`config.mk`:
```
export PLATFORM = sky130hd
export DESIGN_NAME = cla_add_scheduler
export DESIGN_NICKNAME = d
export VERILOG_FILES = /design/src/rtl/cla_pkg.sv /design/src/rtl/cla4_slice.sv /design/src/rtl/cla_add_scheduler.sv
export SDC_FILE = /design/constraint.sdc
export NUM_CORES = 1
export LEC_CHECK = 0
export ABC_AREA = 1
export BUFFER_PORTS_ARGS = -buffer_cell sky130_fd_sc_hd__buf_4
export CORE_UTILIZATION = 50
export CTS_CLUSTER_SIZE = 12
export DETAILED_ROUTE_END_ITERATION = 7
export GPL_TIMING_DRIVEN = 0
export PLACE_DENSITY = 0.88
export SYNTH_ARGS = -nofsm -noshare
export SYNTH_HDL_FRONTEND = slang
export SYNTH_SLANG_ARGS = --single-unit
export TNS_END_PERCENT = 1
```
`constraint.sdc`:
```
create_clock -name clk -period 2.12 [get_ports clk]
set_input_delay 0.212 -clock clk [delete_from_list [all_inputs] [get_ports clk]]
set_output_delay 0.212 -clock clk [all_outputs]
set_load 0.005 [all_outputs]
```
`src/rtl/cla_pkg.sv`:
```
// cla_pkg: shared FSM state encoding and nibble-count helper for the CLA scheduler
package cla_pkg;
  typedef enum logic [1:0] {IDLE, RUN, DONE} state_t;
  function automatic int nibbles(input int width);
    return width / 4;
  endfunction
endpackage

```
`src/rtl/cla4_slice.sv`:
```
// cla4_slice: 4-bit carry-lookahead adder; a, b, cin in; sum, cout out
module cla4_slice (
  input  logic [3:0] a,
  input  logic [3:0] b,
  input  logic       cin,
  output logic [3:0] sum,
  output logic       cout
);
  logic [3:0] p, g;
  logic [4:0] c;
  assign p = a ^ b;
  assign g = a & b;
  assign c[0] = cin;
  assign c[1] = g[0] | p[0] & cin;
  assign c[2] = g[1] | p[1] & g[0] | p[1] & p[0] & cin;
  assign c[3] = g[2] | p[2] & g[1] | p[2] & p[1] & g[0] | p[2] & p[1] & p[0] & cin;
  assign c[4] = g[3] | p[3] & g[2] | p[3] & p[2] & g[1] | p[3] & p[2] & p[1] & g[0]
              | p[3] & p[2] & p[1] & p[0] & cin;
  assign sum  = p ^ c[3:0];
  assign cout = c[4];
endmodule

```
`src/rtl/cla_add_scheduler.sv`:
```
// cla_add_scheduler: two requesters share one 4-bit CLA slice, adding nibble-serially
// ports: req_i/gnt_o handshake, a*/b*/cin* operands, done_o/ack_i result handshake, sum_o/cout_o result
module cla_add_scheduler
  import cla_pkg::*;
#(
  parameter int WIDTH = 16
) (
  input  logic             clk,
  input  logic             rst_n,
  input  logic [1:0]       req_i,
  input  logic [WIDTH-1:0] a0_i,
  input  logic [WIDTH-1:0] b0_i,
  input  logic             cin0_i,
  input  logic [WIDTH-1:0] a1_i,
  input  logic [WIDTH-1:0] b1_i,
  input  logic             cin1_i,
  output logic [1:0]       gnt_o,
  output logic             busy_o,
  output logic [1:0]       done_o,
  input  logic [1:0]       ack_i,
  output logic [WIDTH-1:0] sum_o,
  output logic             cout_o
);
  localparam int NIB = nibbles(WIDTH);
  state_t           state;
  logic [WIDTH-1:0] a_q, b_q, sum_q;
  logic [3:0]       cnt, s;
  logic             carry, owner, co, win;
  // owner doubles as last_grant: it keeps the previous winner until the next capture
  assign win    = &req_i ? ~owner : req_i[1];
  assign busy_o = state != IDLE;
  assign sum_o  = state == DONE ? sum_q : '0;
  assign cout_o = state == DONE & carry;
  cla4_slice u_slice (.a(a_q[3:0]), .b(b_q[3:0]), .cin(carry), .sum(s), .cout(co));
  // operands shift down so the slice always sees nibble 0; result nibbles enter at the top
  always_ff @(posedge clk or negedge rst_n) begin
    if (!rst_n) begin
      state  <= IDLE;
      a_q    <= '0;
      b_q    <= '0;
      sum_q  <= '0;
      carry  <= 1'b0;
      owner  <= 1'b1;
      cnt    <= '0;
      gnt_o  <= '0;
      done_o <= '0;
    end else begin
      gnt_o <= '0;
      case (state)
        IDLE: if (|req_i) begin
          state <= RUN;
          owner <= win;
          a_q   <= win ? a1_i : a0_i;
          b_q   <= win ? b1_i : b0_i;
          carry <= win ? cin1_i : cin0_i;
          cnt   <= '0;
          gnt_o <= win ? 2'b10 : 2'b01;
        end
        RUN: begin
          a_q   <= a_q >> 4;
          b_q   <= b_q >> 4;
          carry <= co;
          sum_q <= (sum_q >> 4) | (WIDTH'(s) << (WIDTH - 4));
          cnt   <= cnt + 4'd1;
          if (cnt == 4'(NIB - 1)) begin
            state  <= DONE;
            done_o <= owner ? 2'b10 : 2'b01;
          end
        end
        DONE: if (ack_i[owner]) begin
          state  <= IDLE;
          done_o <= '0;
        end
        default: state <= IDLE;
      endcase
    end
  end
endmodule

```
### Word level (Yosys, flattened, before mapping)

Index checks and enable logic that the tools add are counted.

| operators by class | value |
|---|---|
| $add $sub $neg | 1 |
| $mul | 0 |
| divide/modulo/power cells | 0 |
| order comparisons | 1 |
| equality and inequality tests | 6 |
| shifts and indexed selects | 0 |
| muxes and demuxes | 25 |
| bitwise gates (word level) | 32 |
| reductions and logical operators | 10 |

Operators with widths:

| kind | count |
|---|---|
| $mux W16 | 5 |
| $pmux W16 S2 | 2 |
| $and A1 B1 Y1 | 17 |
| $mux W2 | 8 |
| $or A12 B16 Y16 | 1 |
| $or A1 B1 Y1 | 10 |
| $pmux W4 S2 | 1 |
| $xor A4 B4 Y4 | 2 |
| $pmux W2 S3 | 1 |
| $reduce_and A2 Y1 | 3 |
| $reduce_and A3 Y1 | 2 |
| $reduce_bool A2 Y1 | 3 |
| $mux W1 | 5 |
| $add A4 B1 Y4 const B | 1 |
| $and A4 B4 Y4 | 1 |
| $eq A4 B2 Y1 const B | 1 |
| $mux W4 | 1 |
| $ne A2 B2 Y1 const B | 2 |
| $pmux W2 S2 | 1 |
| $eq A2 B1 Y1 const B | 1 |
| $eq A2 B2 Y1 const B | 1 |
| $logic_not A2 Y1 | 1 |
| $lt A1 B2 Y1 const B | 1 |
| $ne A2 B1 Y1 const B | 1 |
| 3 further kinds | 3 |

| storage, ports and cells | value |
|---|---|
| register bits after elaboration | 60 |
| bits in latches | 0 |
| bits in writable memories | 0 |
| ROM bits | 0 |
| input bits | 72 |
| output and inout bits | 22 |
| logic and storage cells | 84 |
| memories kept | 0 |

### Depth between registers and ports, before layout

Gate-level depths: netlist of the first run.

| logic depth | value |
|---|---|
| word-level depth | 7 |
| depth in mapped cells | 10 |
| mapped depth without buffers | 9 |

### Cells and area by module

From an unflattened synthesis of the first run, not the netlist that was laid out.

| unflattened totals | value |
|---|---|
| cells, all modules | 494 |
| area total of the unflattened synthesis | 3,473.3 um^2 |

By module, submodules not included:

| module | instances | cells an instance | area each (um^2) | sequential area each (um^2) |
|---|---|---|---|---|
| cla_add_scheduler | 1 | 463 | 3,284.4 | 1,502.7 |
| cla4_slice | 1 | 31 | 188.9 | 0.0 |

### Least setup slack after synthesis of the first run

No wires, ideal clock.

| timing path | value |
|---|---|
| path type | register to output |
| start point | reg state[0] |
| end point | out sum_o[10] |
| data arrival time | 1.282 ns |
| setup slack | 0.626 ns |
| stages on the path, launching flop included | 7 |
| buffers on the path | 2 |
| path through | dfrtp_1 > inv_1 > ha_1 > clkbuf_1 > clkbuf_1 > nand2_1 > inv_1 |

| on the way | value |
|---|---|
| cells in the longest elaborated chain, start to end | 2 |

RTL lines:

| item | RTL line | RTL |
|---|---|---|
| from (decl) | cla_add_scheduler.sv:25 | `state_t state;` |
| from (signal assigned) | cla_add_scheduler.sv:38 | `state <= IDLE;` |
| from (signal assigned) | cla_add_scheduler.sv:51 | `state <= RUN;` |
| from (signal assigned) | cla_add_scheduler.sv:66 | `state <= DONE;` |
| $eq A2 B2 Y1 | cla_add_scheduler.sv:32 | `assign sum_o = state == DONE ? sum_q : '0;` |
| $mux W16 | cla_add_scheduler.sv:32 |  |
| to (decl) | cla_add_scheduler.sv:21 | `output logic [WIDTH-1:0] sum_o,` |

No other way between the ends.

### Worst setup path after layout of the first run

| timing path | value |
|---|---|
| start point | reg state[0] |
| end point | out sum_o[13] |

Same word-level chain as after synthesis.

==> flow_metrics.env, run 1 <==
export IMPL_cp_cell_sequence="inv_1 -> ha_1 -> clkbuf_2 -> nand2_1 -> inv_1 -> buf_4"
export IMPL_synthToLayoutAreaGrowth_pct=30.1
export IMPL_hold_path_class="in -> reg"
export IMPL_synth_area_mm2=0.00333
export IMPL_regArea_mm2=0.00150
export IMPL_wirelength_um=8930
export IMPL_row_count=29
export IMPL_drv_slew=0
export IMPL_core_area_mm2=0.00639
export IMPL_drtIter0Drc=249
export IMPL_cp_depth=6
export IMPL_layout_common_cells="nand2_1 (186), buf_4 (98), dfrtp_1 (59)"
export IMPL_finalSetupTns_ns=0
export IMPL_grt_overflow=0
export IMPL_finalSetupViolations=0
export IMPL_viasPerCell=5.20
export IMPL_route_met3_wl_um=704
export IMPL_cts_setup_buffers=0
export IMPL_diodes=0
export IMPL_top_layer="met4"
export IMPL_layout_drive_gt1_share_pct=23.6
export IMPL_fmax_mhz=504
export IMPL_rsz0062_at_grt="false"
export IMPL_final_area_mm2=0.00433
export IMPL_antenna_found_initial=0
export IMPL_max_slew_margin_pct=50.3
export IMPL_cts_sinks=60
export IMPL_ir_drop_uv=760
export IMPL_yosys_warnings=0
export IMPL_start_util_pct=52.2
export IMPL_root_buffer="clkbuf_8"
export IMPL_utilization_pct=67.9
export IMPL_cp_end_kind="primary output"
export IMPL_crit_family="buffers and inverters"
export IMPL_yosys_area_top_type="dfrtp_1"
export IMPL_outcome="complete, no violations"
export IMPL_crit_arrival_ns=1.77
export IMPL_synth_fp_nets=548
export IMPL_clock_skew_ns=0.00969
export IMPL_dr_pass1_iters=5
export IMPL_grt_pass1_vias=3406
export IMPL_grt_max_degree=61
export IMPL_syn_inst=467
export IMPL_insertion_delay_ns=0.34
export IMPL_cp_required_ns=1.91
export IMPL_timing_final_hold_violations=0
export IMPL_startpoint_type="flip-flop"
export IMPL_dp_hpwl_um=6570
export IMPL_gp_congestion=0.839
export IMPL_ant_nets=0
export IMPL_die_w_um=83.6
export IMPL_synth_top_area_share_pct=44.3
export IMPL_place_area_mm2=0.00413
export IMPL_layout_commonest_cell="nand2_1"
export IMPL_wl_met1_um=3600
export IMPL_h_tree_depth=3
export IMPL_critical_path_buf_inv_count=4
export IMPL_grt_pass1_wl_um=15000
export IMPL_clockBufferDepth=2
export IMPL_io_buffers=93
export IMPL_met2_wirelength_um=4440
export IMPL_max_slew_worst_pin_slew_ns=0.745
export IMPL_power_density_mw_per_mm2=1400
export IMPL_track_usage_pct=27.0
export IMPL_fin_crit_ns=1.98
export IMPL_die_area_mm2=0.00699
export IMPL_synth_area_leaders="dfrtp_1 (44%), nand2_1 (21%), nand3_1 (7.4%)"
export IMPL_seq_area_frac_synth_pct=45.1
export IMPL_wl_per_cell_um=13.7
export IMPL_multiInputGateArea_mm2=0.00155
export IMPL_finalCritPeriodShare_pct=93.6
export IMPL_maxCapViolCount=0
export IMPL_clk_pin_slew_ns=0.06
export IMPL_die_y_um=83.6
export IMPL_yosysUniqueCellTypes=26
export IMPL_worstSetupPathType="reg -> out"
export IMPL_io_pins=94
export IMPL_fin_nets=652
export IMPL_r2r_cells=8
export IMPL_max_stage_delay_ns=0.40
export IMPL_p_leak_uw=0.00249
export IMPL_numCtsBuffers=9
export IMPL_worstHoldPathCells=3
export IMPL_ys_ff_latch=60
export IMPL_path_common_cell="inv_1"
export IMPL_critPathMaxFanout=11
export IMPL_synth_avg_cell_area_um2=7.13
export IMPL_fillers=536
export IMPL_slowest_stage="ha_1"
export IMPL_vias=3398
export IMPL_drc=0
export IMPL_cts_tree="done"
registers in the layout, summed over array words and instances (netlist names):
register,flops
gnt_o,2
cnt,4
done_o,2
state,2
a_q,16
b_q,16
carry,1
owner,1
sum_q,16
stage by stage:
| step | power [µW] | hold WS [ns] | instances | worst slack (ns) |
|---|---|---|---|---|
| final | 6050 | 0.108 | 653 | 0.136 |
| after detailed placement | 4970 | 0.327 | 637 | 0.240 |
| after floorplan | 4020 | -0.0836 | 467 | 0.626 |
| after global routing | 6560 | 0.114 | 653 | 0.0211 |
| after global placement | 4810 | 0.324 | 637 | 0.281 |
| after CTS | 6040 | 0.105 | 653 | 0.119 |
cell usage after synthesis:
cell and count:
o21ai_0 18, nand2_2 3, clkbuf_1 3, a21oi_1 4, fa_1 1, nand3_1 49, o21ai_1 13, inv_2 3
o21bai_1 1, nor2_4 1, dfrtp_1 59, nor2_1 41, inv_1 41, ha_1 8, nand3b_1 1, dfstp_2 1
xor2_1 1, nor2_2 1, nand2_4 1, o211ai_1 8, buf_2 10, or2_2 1, buf_4 5, buf_1 4
nand2_1 186, nand4_1 3
tightest hold or removal path, stage by stage:
cell     delay [ns]
buf_4          0.08
o21ai_1        0.05
o21ai_0        0.07
timing repair:
action / 4_1_cts / 5_1_grt
resized for setup: 1 / 0
setup endpoints to repair: 10 / 0
hold buffers: 1 / 0
hold endpoints to repair: 59 / 0
layer usage:
layer,vias up,GRT usage [%]
met2,161,46.4
li1,1674,-
met4,0,11.6
met1,1545,32.5
met3,18,6.23
met5,-,0
layout make-up:
cell class,instances,share of cell area (%)
Buffer,21,2.57
Clock buffer,11,3.49
Clock inverter,5,1.15
Inverter,44,3.81
Tap cell,77,2.22
Timing Repair Buffer,94,16.3
Sequential cell,60,34.7
Multi-Input combinational cell,341,35.7
path summary, 6_finish.rpt:
kind	start	to	slack, ns
max in group asynchronous	rst_n	b_q[4]	1.15
max	state[0]	sum_o[13]	0.14
min	a0_i[13]	a_q[13]	0.11
max reg2reg	state[1]	b_q[1]	0.18
min reg2reg	sum_q[0]	sum_q[0]	0.47
min in group asynchronous	rst_n	sum_q[1]	0.49
report_power, final:
| group | switching, µW | internal (µW) | leakage [µW] | total (µW) |
|---|---|---|---|---|
| logic | 1880 | 1110 | 0.00163 | 2990 |
| registers | 321 | 1690 | 0.000753 | 2010 |
| clock network | 447 | 598 | 0.000109 | 1040 |
| total | 2650 | 3400 | 0.00249 | 6050 |
cell families after synthesis:
family / count (synthesis) / synth area share (%)
buffers and inverters: 66 / 8.38
adder cells (fa/ha/maj): 9 / 3.61
AND/OR/NAND/NOR: 287 / 35.3
XOR/XNOR: 1 / 0.263
AO/OA/AOI/OAI: 44 / 7.29
flip-flops: 60 / 45.1
(Power assumes the default switching activity.)
==> run 2: changes to the inputs <==
--- a/config.mk
+++ b/config.mk
@@ -7,11 +7,11 @@
 export LEC_CHECK = 0
 export ABC_AREA = 1
 export BUFFER_PORTS_ARGS = -buffer_cell sky130_fd_sc_hd__buf_4
-export CORE_UTILIZATION = 50
+export CORE_UTILIZATION = 52
 export CTS_CLUSTER_SIZE = 12
 export DETAILED_ROUTE_END_ITERATION = 7
 export GPL_TIMING_DRIVEN = 0
-export PLACE_DENSITY = 0.88
+export PLACE_DENSITY = 0.91
 export SYNTH_ARGS = -nofsm -noshare
 export SYNTH_HDL_FRONTEND = slang
 export SYNTH_SLANG_ARGS = --single-unit
==> run 2 against run 1 <==
Compared with the run above: sequential power is essentially flat; combinational power barely moved; non-clock buffer count is the same; critical endpoint is now sum_o[12].
==> flow_metrics.env, run 2 (synthesized netlist as in run 1, its figures left out) <==
export IMPL_vias=3440
export IMPL_seqPwrFrac_pct=34.3
export IMPL_drv_slew=0
export IMPL_swShare_pct=44.8
export IMPL_ir_drop_uv=855
export IMPL_dp_cells=635
export IMPL_maxCapViolCount=0
export IMPL_insertion_delay_ns=0.34
export IMPL_synthToLayoutAreaGrowth_pct=28.7
export IMPL_layout_drive_gt1_share_pct=23.2
export IMPL_largestRegisters="a_q (16), b_q (16), sum_q (16)"
export IMPL_setup_ws_ns=0.132
export IMPL_finalSetupTns_ns=0
export IMPL_max_slew_worst_pin_slew_ns=0.764
export IMPL_cp_startpoint="state[0]"
export IMPL_cp_end_kind="primary output"
export IMPL_track_usage_pct=29.4
export IMPL_layout_commonest_cell="nand2_1"
export IMPL_grt_pass1_vias=3315
export IMPL_crit_arrival_ns=1.78
export IMPL_p_sw_uw=2630
export IMPL_wl_per_cell_um=13.8
export IMPL_die_w_um=82.0
export IMPL_cts_setup_buffers=0
export IMPL_grt_pass1_wl_um=14700
export IMPL_critPathMaxFanout=11
export IMPL_combPwrFrac_pct=51.2
export IMPL_p_leak_uw=0.00247
export IMPL_timing_final_hold_violations=0
export IMPL_clockPowerShare_pct=14.5
export IMPL_use_met1_pct=34.3
export IMPL_io_pins=94
export IMPL_fillers=495
export IMPL_grt_overflow=0
export IMPL_core_area_mm2=0.00606
export IMPL_grt_max_degree=61
export IMPL_clk_pin_slew_ns=0.07
export IMPL_drc=0
export IMPL_numCtsBuffers=9
export IMPL_root_buffer="clkbuf_8"
export IMPL_rsz0062_at_grt="false"
export IMPL_p_int_uw=3240
export IMPL_grtUsageMet3_pct=8.56
export IMPL_viasPerCell=5.30
export IMPL_power_uw=5880
export IMPL_finalSetupViolations=0
export IMPL_r2r_cells=8
export IMPL_r2r_end="a_q[4]"
export IMPL_cp_required_ns=1.91
export IMPL_diodes=0
export IMPL_die_y_um=82.0
export IMPL_drtIter0Drc=220
export IMPL_wirelength_um=8970
export IMPL_ant_nets=0
export IMPL_outcome="complete, no violations"
export IMPL_io_buffers=93
export IMPL_startpoint_type="flip-flop"
export IMPL_clock_skew_ns=0.00784
export IMPL_worstSetupPathType="reg -> out"
export IMPL_dp_hpwl_um=6510
export IMPL_hold_path_class="in -> reg"
export IMPL_utilization_pct=70.7
export IMPL_finalCritPeriodShare_pct=93.8
export IMPL_cts_sinks=60
export IMPL_top_usage_layer="met2"
export IMPL_preCtsSetupSlack_ns=0.197
export IMPL_start_util_pct=55.0
export IMPL_fin_crit_ns=1.99
export IMPL_power_density_mw_per_mm2=1370
export IMPL_instances_no_fill=649
export IMPL_h_tree_depth=3
export IMPL_antenna_found_initial=0
export IMPL_crit_path_end="sum_o[12]"
export IMPL_max_slew_margin_pct=49.1
export IMPL_cts_tree="done"
export IMPL_grt_use_met2_pct=50.9
export IMPL_layout_common_cells="nand2_1 (186), buf_4 (98), dfrtp_1 (59)"
export IMPL_clockBufferDepth=2
export IMPL_r2r_start="state[1]"
export IMPL_die_area_mm2=0.00673
export IMPL_row_count=28
export IMPL_gp_congestion=0.860
export IMPL_dr_pass1_iters=5
export IMPL_fin_nets=652
export IMPL_rrSetupSlack_ns=0.19
export IMPL_fmax_mhz=503
[run 2: cell count changes in the layout (fill, tap and decap cells not counted)]
| cell | previous run | this run |
|---|---|---|
| bufinv_16 | 1 | 0 |
| clkbuf_8 | 11 | 10 |
| clkbuf_1 | 1 | 2 |
| clkinv_2 | 4 | 3 |
[run 2: per-stage QoR]
stage          instance area [µm²]  hold WS [ns]
2_1_floorplan                 3330       -0.0836
3_3_place_gp                  4120         0.326
3_5_place_dp                  4120         0.329
4_1_cts                       4290         0.108
5_1_grt                       4290         0.125
6_report                      4290         0.110
[run 2: worst max-delay path: stages, from the launching register on]
cell      delay [ns]
dfrtp_1         0.39
inv_1           0.10
ha_1            0.41
clkbuf_2        0.30
nand2_1         0.08
inv_1           0.06
buf_4           0.10
[run 2: layout make-up]
cell class	instances	area, µm²	share of cell area [%]
well taps	75	93.8	2.19
clock inverters	3	15.0	0.350
repair buffers	94	708	16.5
plain buffers	21	111	2.60
inverters	44	165	3.85
clock buffers	11	141	3.30
multi-input cells	341	1550	36.1
flip-flops and latches	60	1500	35.1
[run 2: power groups by stage]
stage	Combinational (µW)	Clock, µW	Sequential (µW)
6_report	3010	854	2020
5_1_grt	3410	923	2070
4_1_cts	2990	861	2010
3_5_place_dp	2960	0	2020
3_3_place_gp	2830	0	1990
2_1_floorplan	2080	0	1940
[run 2: worst min path at each step]
stage	start	end	slack [ns]	depth (start not counted)
finish	a0_i[14]	a_q[14]	0.11	3
global route	a0_i[1]	a_q[1]	0.13	3
CTS	a0_i[14]	a_q[14]	0.11	3
detailed placement	rst_n	gnt_o[1]	0.33	1
global placement	rst_n	done_o[0]	0.33	1
floorplan	rst_n	a_q[0]	-0.08	0
[run 2: metal layers]
layer / part of all wire (%) / routed length (µm)
met5: 0 / 0
met4: 1.8 / 166
met3: 7.8 / 700
met2: 49 / 4420
met1: 41 / 3690
[run 2: timing repair]
action / CTS / global route
hold buffers: 1 / 0
gates resized for setup: 1 / 0
setup endpoints to repair: 10 / 0
endpoints found under the hold margin: 59 / 0
==> run 3: changes to the inputs <==
--- a/config.mk
+++ b/config.mk
@@ -12,6 +12,7 @@
 export DETAILED_ROUTE_END_ITERATION = 7
 export GPL_TIMING_DRIVEN = 0
 export PLACE_DENSITY = 0.91
+export SKIP_CTS_REPAIR_TIMING = 1
 export SYNTH_ARGS = -nofsm -noshare
 export SYNTH_HDL_FRONTEND = slang
 export SYNTH_SLANG_ARGS = --single-unit
==> constraint.sdc (replaced) <==
create_clock -name clk -period 2.12 [get_ports clk]
set_input_delay 0.424 -clock clk [delete_from_list [all_inputs] [get_ports clk]]
set_output_delay 0.424 -clock clk [all_outputs]
set_load 0.005 [all_outputs]
==> run 3 against run 2 <==
Compared with the run above: sequential power is essentially flat; core utilization unchanged; die area did not move; combinational power barely moved; final cell count is the same; fmax fell by 0.93%; wire length down 0.10%; worst setup slack lost 0.019 ns; first-iteration DRC count is 3.6% lower; critical path depth increased by 1; worst hold slack gained 0.049 ns; sequential share of layout area unchanged.
==> flow_metrics.env, run 3 (synthesized netlist as in run 1, its figures left out) <==
export IMPL_outcome="complete, no violations"
export IMPL_drv_slew=0
export IMPL_critPathMaxFanout=10
export IMPL_layout_commonest_cell="nand2_1"
export IMPL_startpoint_type="flip-flop"
export IMPL_hold_path_class="in -> async"
export IMPL_diodes=0
export IMPL_finalSetupViolations=0
export IMPL_max_slew_worst_pin_slew_ns=0.752
export IMPL_slowest_stage="dfrtp_1"
export IMPL_r2r_cells=8
export IMPL_r2r_start="state[1]"
export IMPL_layout_drive_gt1_share_pct=23.3
export IMPL_viasPerCell=5.25
export IMPL_cp_required_ns=1.70
export IMPL_final_area_mm2=0.00429
export IMPL_rrSetupSlack_ns=0.17
export IMPL_cts_sinks=60
export IMPL_gp_congestion=0.860
export IMPL_max_stage_delay_ns=0.39
export IMPL_grt_pass1_wl_um=14700
export IMPL_clockBufferDepth=2
export IMPL_h_tree_depth=3
export IMPL_wirelength_um=8970
export IMPL_numCtsBuffers=9
export IMPL_finalCritPeriodShare_pct=94.7
export IMPL_drtIter0Drc=212
export IMPL_fin_crit_ns=2.01
export IMPL_worstSetupPathType="reg -> out"
export IMPL_p_leak_uw=0.00247
export IMPL_die_y_um=82.0
export IMPL_clock_skew_ns=0.00880
export IMPL_largestRegisters="a_q (16), b_q (16), sum_q (16)"
export IMPL_place_area_mm2=0.00412
export IMPL_clk_pin_slew_ns=0.07
export IMPL_ant_nets=0
export IMPL_cp_cell_sequence="inv_1 -> ha_1 -> buf_4 -> buf_4 -> nand2_1 -> inv_1 -> buf_4"
export IMPL_root_buffer="clkbuf_8"
export IMPL_grt_overflow=0
export IMPL_drc=0
export IMPL_dr_pass1_iters=5
export IMPL_row_count=28
export IMPL_crit_arrival_ns=1.58
export IMPL_ir_drop_uv=819
export IMPL_grt_max_degree=61
export IMPL_power_density_mw_per_mm2=1370
export IMPL_path_common_cell="buf_4"
export IMPL_insertion_delay_ns=0.34
export IMPL_start_util_pct=55.0
export IMPL_critical_path_buf_inv_count=5
export IMPL_layout_common_cells="nand2_1 (186), buf_4 (100), dfrtp_1 (59)"
export IMPL_fin_nets=652
export IMPL_track_usage_pct=29.4
export IMPL_core_area_mm2=0.00606
export IMPL_maxCapViolCount=0
export IMPL_synthToLayoutAreaGrowth_pct=28.7
export IMPL_die_area_mm2=0.00673
export IMPL_antenna_found_initial=0
export IMPL_timing_final_hold_violations=0
export IMPL_dp_hpwl_um=6510
export IMPL_crit_family="buffers and inverters"
export IMPL_vias=3408
export IMPL_wl_per_cell_um=13.8
export IMPL_grt_pass1_vias=3305
export IMPL_io_buffers=93
export IMPL_cp_end_kind="primary output"
export IMPL_fmax_mhz=498
export IMPL_io_pins=94
export IMPL_max_slew_margin_pct=49.9
export IMPL_rsz0062_at_grt="false"
export IMPL_die_w_um=82.0
export IMPL_cts_tree="done"
export IMPL_holdWs_ns=0.159
export IMPL_r2r_end="a_q[4]"
run 3: area by class of cell:
type	instances	area, µm²
fillers	494	1770
multi-input cells	341	1550
flip-flops and latches	60	1500
repair buffers	93	698
inverters	44	165
clock buffers	11	141
plain buffers	22	121
well taps	75	93.8
clock inverters	3	15.0
run 3: report_power, final:
group / switching [µW] / total, µW / internal, µW
clock network: 418 / 855 / 437
logic: 1890 / 3010 / 1120
registers: 320 / 2010 / 1690
run 3: metrics by stage:
step	TNS (ns)	util, %	worst slack [ns]	instances	power (µW)
final	0	70.7	0.113	649	5880
after global routing	0	70.7	0.00908	649	6410
after CTS	-3.55	70.6	-0.374	649	5850
after detailed placement	-0.0270	68.0	-0.0146	635	4980
after global placement	0	68.0	0.0838	635	4820
after floorplan	0	-	0.414	467	4020
run 3: worst register-to-register path: cells and delay by family, from the launching register on:
kind,cells,cell delay [ns]
buffers and inverters,4,0.91
flip-flops,1,0.38
AND/OR/NAND/NOR,3,0.34
adder cells (fa/ha/maj),1,0.21
run 3: metal layers:
| layer | GRT usage, % | up-vias | part of all wire, % |
|---|---|---|---|
| li1 | - | 1674 | - |
| met3 | 8.56 | 23 | 8.3 |
| met4 | 10.9 | 0 | 2.0 |
| met2 | 50.8 | 175 | 49 |
| met5 | 0 | - | 0 |
| met1 | 34.4 | 1536 | 41 |
run 3: worst max path at each step:
stage	to	cells past startpoint	from	slack (ns)
after floorplan	sum_o[10]	6	state[0]	0.41
after global placement	sum_o[12]	7	state[0]	0.08
after detailed placement	sum_o[12]	7	state[0]	-0.01
after CTS	sum_o[12]	7	state[0]	-0.37
after global routing	sum_o[12]	7	state[0]	0.009
final	sum_o[12]	7	state[0]	0.11
